--- config.mk ---
export PLATFORM = sky130hd
export DESIGN_NAME = alu_seq16
export DESIGN_NICKNAME = d
export VERILOG_FILES = /design/src/rtl/alu_seq16.sv
export SDC_FILE = /design/constraint.sdc
export NUM_CORES = 1
export LEC_CHECK = 0
export BUFFER_PORTS_ARGS = -buffer_cell sky130_fd_sc_hd__buf_4
export CAP_MARGIN = 10
export CORE_MARGIN = 2
export CORE_UTILIZATION = 25
export DETAILED_ROUTE_END_ITERATION = 16
export PLACE_DENSITY = 0.51
export SLEW_MARGIN = 15
export SYNTH_ARGS = -nofsm -noshare
export SYNTH_HDL_FRONTEND = slang
export SYNTH_SLANG_ARGS = --single-unit
export TNS_END_PERCENT = 20
--- constraint.sdc ---
create_clock -name clk -period 2.7 [get_ports clk]
set_input_delay 0 -clock clk [delete_from_list [all_inputs] [get_ports clk]]
set_output_delay 0 -clock clk [all_outputs]
set_load 0.02 [all_outputs]
--- src/rtl/alu_seq16.sv ---
// alu_seq16: drives one 8-bit 6502-style ALU through two-byte ADD16/SUB16/ASL16
// and an 8x8 unsigned shift-add MUL8, returning a 16-bit result with flags.
`timescale 1ns/1ps
module alu_seq16 #(
    parameter int MUL_ITER = 8
) (
    input  logic        clk,
    input  logic        reset,
    input  logic        clk_en,
    input  logic        start,
    input  logic [1:0]  cmd,
    input  logic [15:0] opa,
    input  logic [15:0] opb,
    output logic        busy,
    output logic        done,
    output logic [15:0] result,
    output logic        flag_c,
    output logic        flag_z,
    output logic        flag_n,
    output logic        flag_v,
    output logic [3:0]  alu_op,
    output logic [7:0]  alu_ai,
    output logic [7:0]  alu_bi,
    output logic        alu_ci,
    output logic        alu_right,
    output logic        alu_bcd,
    output logic        alu_rdy,
    input  logic [7:0]  alu_out,
    input  logic        alu_co,
    input  logic        alu_z,
    input  logic        alu_n,
    input  logic        alu_v
);

    typedef enum logic [2:0] {S_IDLE, S_LO, S_HI, S_WB, S_M_ADD, S_M_SH, S_FIN} state_e;
    typedef enum logic [1:0] {CMD_ADD = 2'b00, CMD_SUB = 2'b01, CMD_MUL = 2'b10, CMD_ASL = 2'b11} cmd_e;

    localparam int               CNT_W     = $clog2(MUL_ITER);
    localparam logic [CNT_W-1:0] LAST_ITER = CNT_W'(MUL_ITER - 1);
    localparam logic [3:0]       OP_ADD    = 4'b0011;
    localparam logic [3:0]       OP_SUB    = 4'b0111;
    localparam logic [3:0]       OP_ASL    = 4'b1011;
    localparam logic [3:0]       OP_IDLE   = 4'b1111;

    state_e           state_q, state_d;
    cmd_e             cmd_q, cmd_d;
    logic [15:0]      opa_q, opa_d, opb_q, opb_d;
    logic [7:0]       mplr_q, mplr_d, acc_hi_q, acc_hi_d, acc_lo_q, acc_lo_d;
    logic [7:0]       res_lo_q, res_lo_d;
    logic             zlo_q, zlo_d;
    logic [CNT_W-1:0] cnt_q, cnt_d;
    logic             busy_q, busy_d, done_q, done_d;
    logic [15:0]      result_q, result_d;
    logic             flag_c_q, flag_c_d, flag_z_q, flag_z_d;
    logic             flag_n_q, flag_n_d, flag_v_q, flag_v_d;
    logic [3:0]       seq_op;

    always_comb begin
        case (cmd_q)
            CMD_SUB: seq_op = OP_SUB;
            CMD_ASL: seq_op = OP_ASL;
            default: seq_op = OP_ADD;
        endcase
    end

    // The ALU registers these, so each byte's result comes back one enabled cycle later.
    always_comb begin
        alu_op = OP_IDLE;
        alu_ai = 8'h00;
        alu_bi = 8'h00;
        alu_ci = 1'b0;
        case (state_q)
            S_LO: begin
                alu_op = seq_op;
                alu_ai = opa_q[7:0];
                alu_bi = (cmd_q == CMD_ASL) ? 8'h00 : opb_q[7:0];
                alu_ci = (cmd_q == CMD_SUB);
            end
            S_HI: begin
                alu_op = seq_op;
                alu_ai = opa_q[15:8];
                alu_bi = (cmd_q == CMD_ASL) ? 8'h00 : opb_q[15:8];
                alu_ci = alu_co;
            end
            S_M_ADD: begin
                alu_op = OP_ADD;
                alu_ai = acc_hi_q;
                alu_bi = mplr_q[0] ? opa_q[7:0] : 8'h00;
            end
            default: ;
        endcase
    end

    always_comb begin
        // NOTE: every _d defaults to its _q (done_d to 0) first, so no branch can infer a latch.
        state_d  = state_q;
        cmd_d    = cmd_q;
        opa_d    = opa_q;
        opb_d    = opb_q;
        mplr_d   = mplr_q;
        acc_hi_d = acc_hi_q;
        acc_lo_d = acc_lo_q;
        res_lo_d = res_lo_q;
        zlo_d    = zlo_q;
        cnt_d    = cnt_q;
        busy_d   = busy_q;
        done_d   = 1'b0;
        result_d = result_q;
        flag_c_d = flag_c_q;
        flag_z_d = flag_z_q;
        flag_n_d = flag_n_q;
        flag_v_d = flag_v_q;
        case (state_q)
            S_IDLE: begin
                if (start) begin
                    cmd_d    = cmd_e'(cmd);
                    opa_d    = opa;
                    opb_d    = opb;
                    mplr_d   = opb[7:0];
                    acc_hi_d = 8'h00;
                    acc_lo_d = 8'h00;
                    cnt_d    = '0;
                    busy_d   = 1'b1;
                    state_d  = (cmd_e'(cmd) == CMD_MUL) ? S_M_ADD : S_LO;
                end
            end
            S_LO: state_d = S_HI;
            S_HI: begin
                res_lo_d = alu_out;
                zlo_d    = alu_z;
                state_d  = S_WB;
            end
            S_WB: begin
                result_d = {alu_out, res_lo_q};
                flag_c_d = alu_co;
                flag_z_d = zlo_q & alu_z;
                flag_n_d = alu_n;
                flag_v_d = alu_v;
                busy_d   = 1'b0;
                done_d   = 1'b1;
                state_d  = S_FIN;
            end
            S_M_ADD: state_d = S_M_SH;
            S_M_SH: begin
                // Partial-product sum enters the top; the 16-bit accumulator shifts right.
                acc_hi_d = {alu_co, alu_out[7:1]};
                acc_lo_d = {alu_out[0], acc_lo_q[7:1]};
                mplr_d   = {1'b0, mplr_q[7:1]};
                cnt_d    = cnt_q + 1'b1;
                if (cnt_q == LAST_ITER) begin
                    result_d = {acc_hi_d, acc_lo_d};
                    flag_c_d = 1'b0;
                    flag_v_d = 1'b0;
                    flag_n_d = acc_hi_d[7];
                    flag_z_d = ({acc_hi_d, acc_lo_d} == 16'h0000);
                    busy_d   = 1'b0;
                    done_d   = 1'b1;
                    state_d  = S_FIN;
                end else begin
                    state_d = S_M_ADD;
                end
            end
            S_FIN:   state_d = S_IDLE;
            default: state_d = S_IDLE;
        endcase
    end

    // NOTE: sequential state uses non-blocking assignments so all flops sample pre-edge values.
    always_ff @(posedge clk) begin
        if (reset) begin
            state_q  <= S_IDLE;
            cmd_q    <= CMD_ADD;
            opa_q    <= 16'h0000;
            opb_q    <= 16'h0000;
            mplr_q   <= 8'h00;
            acc_hi_q <= 8'h00;
            acc_lo_q <= 8'h00;
            res_lo_q <= 8'h00;
            zlo_q    <= 1'b0;
            cnt_q    <= '0;
            busy_q   <= 1'b0;
            done_q   <= 1'b0;
            result_q <= 16'h0000;
            flag_c_q <= 1'b0;
            flag_z_q <= 1'b0;
            flag_n_q <= 1'b0;
            flag_v_q <= 1'b0;
        end else if (clk_en) begin
            state_q  <= state_d;
            cmd_q    <= cmd_d;
            opa_q    <= opa_d;
            opb_q    <= opb_d;
            mplr_q   <= mplr_d;
            acc_hi_q <= acc_hi_d;
            acc_lo_q <= acc_lo_d;
            res_lo_q <= res_lo_d;
            zlo_q    <= zlo_d;
            cnt_q    <= cnt_d;
            busy_q   <= busy_d;
            done_q   <= done_d;
            result_q <= result_d;
            flag_c_q <= flag_c_d;
            flag_z_q <= flag_z_d;
            flag_n_q <= flag_n_d;
            flag_v_q <= flag_v_d;
        end
    end

    assign busy      = busy_q;
    assign done      = done_q;
    assign result    = result_q;
    assign flag_c    = flag_c_q;
    assign flag_z    = flag_z_q;
    assign flag_n    = flag_n_q;
    assign flag_v    = flag_v_q;
    assign alu_right = 1'b0;
    assign alu_bcd   = 1'b0;
    assign alu_rdy   = 1'b1;

endmodule

==> metrics.md <==
| Metric | Value |
|---|---|
| Vias | `3981` |
| Max Clock Skew | `about 0.009 ns` |
| Congestion Overflow GR | `0` |
| Post-synth ARST share | `0%` |
| Wire length of the first global-routing pass | `about 20 mm` |
| Slew Limit Fails | `0` |
| Main synth FF type | `dfxtp_1` |
| Final core utilization | `a little over a third` |
| Count of boundary I/O pins | `96` |
| Dpl hpwl | `about 9.0 mm` |
| GPL Wtd Cong | `around 0.80` |
| Slew @ Worst Pin | `0.797 ns` |
| DR WL/cell | `roughly 15 um` |
| # fillers | `~1700` |
| Site Rows | `47` |
| Vias in the first global route | `3797` |
| Clock transition at path regs | `0.07 ns` |
| Post-synthesis cell type count | `43` |
| Cells after synthesis | `515` |
| Area Growth Syn to Fin | `37.7%` |
| All-Layer GR Usage | `around 14%` |
| EDFF count, synth | `0` |
| Nature of the critical path startpoint | `flop` |
| Synth area leaders | `dfxtp_1 (45%), nand2_1 (11%), a21oi_1 (8.2%), mux2i_1 (3.6%), a211oi_1 (3.3%)` |
| Antenna Nets Post-Route | `0` |
| Post-CTS Setup Bufs | `0` |
| # nets final | `slightly below 700` |
| Number of I/O port buffers | `90` |
| Die Span X | `around 130 um` |
| Fraction of layout instances using a drive strength above 1 | `20.8%` |
| Setup CP Type | `flop to output port` |
| Post-Syn Area per Cell | `~8 um2` |
| Core area | `roughly 0.016 mm2` |
| Yosys top cell by area | `dfxtp_1` |
| Peak supply drop | `280 uV` |
| ANT cells | `0` |
| Kind of end point of the critical path | `output port` |
| DRT Wirelength | `between 10 and 15 mm` |
| CTS Buffer Depth | `2` |
| Max-Cap Viols | `0` |
| Leakage | `between 2 and 2.5 nW` |
| Hold-critical path depth | `3` |
| Reg2reg path depth | `5` |
| Clock Latency Late Sink | `0.34 ns` |
| CTS tree | `yes` |
| Final Hold Vio Count | `0` |
| Total die area | `roughly 0.018 mm2` |
| Final setup viols | `0` |
| Post-route minimum period | `between 2 and 2.5 ns` |
| Clock sink total | `94` |
| Yosys reg bits | `94` |
| Num CTS Buffers | `9` |
| Initial antenna violation count | `0` |
| Top-area cell type share of the netlist area | `between 40% and 50%` |
| Largest net degree at the start of global routing | `between 50 and 60` |
| Synth Warn # | `0` |
| Crit path max fanout | `18` |
| Setup tns final | `0 ns` |
| Resize count post-CTS | `0` |
| Vert. Die Dim | `between 100 and 150 um` |
| Post-synthesis sequential area ratio | `45.3%` |
| DRC viols | `0` |
| Tightest Hold Check Type | `primary input to flop` |
| Final cycle utilization of the critical path | `89.4%` |
| Status | `completed` |
| Initial cell density of the core | `25.3%` |
| FMAX | `between 400 and 500 MHz` |
| Vias per inst | `4.65` |
| Critical path required time | `approximately 2.7 ns` |
| Worst path arrival time | `between 2 and 2.5 ns` |
| H-Tree Depth | `3` |
| Synthesized cell area | `~0.0042 mm2` |
| TritonRoute pass-1 iters | `4` |
| RSZ-0062 raised after global routing | `false` |
| PwrDens | `~540 mW/mm2` |
| Root buf cell | `clkbuf_16` |
| Number of DRC markers in iteration 0 | `188` |
| Max_slew headroom | `46.8%` |
## placed cells by master (no fill, tap or decap), types with 3 or more instances in the layout
master | Yosys | final
a211oi_1 | 18 | 18
a21oi_1 | 68 | 68
a22oi_1 | 16 | 16
a311oi_1 | 6 | 6
a311oi_2 | 3 | 3
and2_1 | 3 | 3
buf_4 | 6 | 105
clkbuf_16 | 0 | 9
conb_1 | 2 | 5
dfxtp_1 | 94 | 94
dlygate4sd3_1 | 0 | 46
inv_1 | 3 | 3
mux2i_1 | 15 | 15
nand2_1 | 127 | 127
nand2b_1 | 5 | 5
nand3_1 | 25 | 25
nor2_1 | 32 | 32
nor2b_1 | 6 | 6
nor4_1 | 4 | 4
o21ai_0 | 8 | 8
o2bb2ai_1 | 8 | 8
## final timing paths
kind,from,end,slack [ns]
max,state_q[2]$_SDFFE_PP0P_,alu_bi[7],0.29
min,opb[7],mplr_q[7]$_SDFFE_PP0P_,0.03
max reg2reg,state_q[0]$_SDFFE_PP0P_,opa_q[3]$_SDFFE_PP0P_,0.61
min reg2reg,res_lo_q[6]$_SDFFE_PP0P_,res_lo_q[6]$_SDFFE_PP0P_,0.46
## state kept, by name, indices dropped and copies added, names as in the netlist, 3 cells and up
signal / flops
acc_hi_q: 8
mplr_q: 8
cnt_q: 3
result: 16
res_lo_q: 8
opb_q: 16
acc_lo_q: 7
opa_q: 16
state_q: 3
## per-layer routing
layer  global-route usage [%]  up-vias  part of all wire [%]  wire, um
met1                     19.7     1842                    48      6050
met5                        0        -                     0         0
met4                     4.42        0                   1.7       216
li1                         -     2006                     -         -
met2                     22.3      118                    45      5720
met3                     3.33       15                   5.3       665
## critical path, cell delays in order (launching register included)
cell and delay, ns:
dfxtp_1 0.62, nor2b_1 0.26, buf_4 0.26, nor2b_1 0.22
and2_1 0.37, o2bb2ai_1 0.18, buf_4 0.17
## Yosys cell counts (4+ instances only)
cell       count
a311oi_1       6
dfxtp_1       94
nor2_1        32
a22oi_1       16
o2bb2ai_1      8
mux2i_1       15
nand3_1       25
buf_4          6
nor2b_1        6
a211oi_1      18
o21ai_0        8
nand2b_1       5
buf_2         19
nor4_1         4
a21oi_1       68
clkbuf_1      18
nand2_1      127
## repair_timing
action                                  CTS  global route
hold buffers                             46             0
endpoints found under the hold margin    64             0
endpoints found under the setup margin    0             0
## through the flow
| stage | area [um2] | setup slack, ns | instances | hold slack, ns | power (mW) |
|---|---|---|---|---|---|
| floorplan | 4170 | 1.18 | 518 | 0.136 | 1.71 |
| global placement | 4980 | 0.677 | 795 | 0.249 | 1.85 |
| detailed placement | 4980 | 0.623 | 795 | 0.258 | 1.86 |
| CTS | 5730 | 0.299 | 856 | 0.0145 | 3.14 |
| global route | 5730 | 0.0502 | 856 | 0.00379 | 3.23 |
| finish | 5730 | 0.286 | 856 | 0.0340 | 3.10 |
## kinds of logic (layout without fill, tap and decap cells)
kind of cell	Yosys count	after routing	synth area share, %
other cells	2	5	0.181
flops	94	94	45.3
buf+inv	51	169	6.26
simple gates	215	215	22.6
compound gates	135	135	21.2
mux	16	16	3.88
fa+ha+maj	2	2	0.602
## power by group
part           internal [mW]  total, mW  switching [mW]
logic                  0.185      0.406           0.221
clock network          0.673       1.22           0.546
registers               1.43       1.47          0.0394
total                   2.29       3.10           0.807
## area by class of cell
class	instances	area [um2]	share of cell area (%)
clock buffer	11	253	4.41
clock inverter	4	30.0	0.524
inverter	3	11.3	0.197
multi-input combinational	373	2030	35.4
sequential	94	1880	32.9
tap	220	275	4.81
timing repair buffer	151	1250	21.8
(Power assumes the default switching activity.)
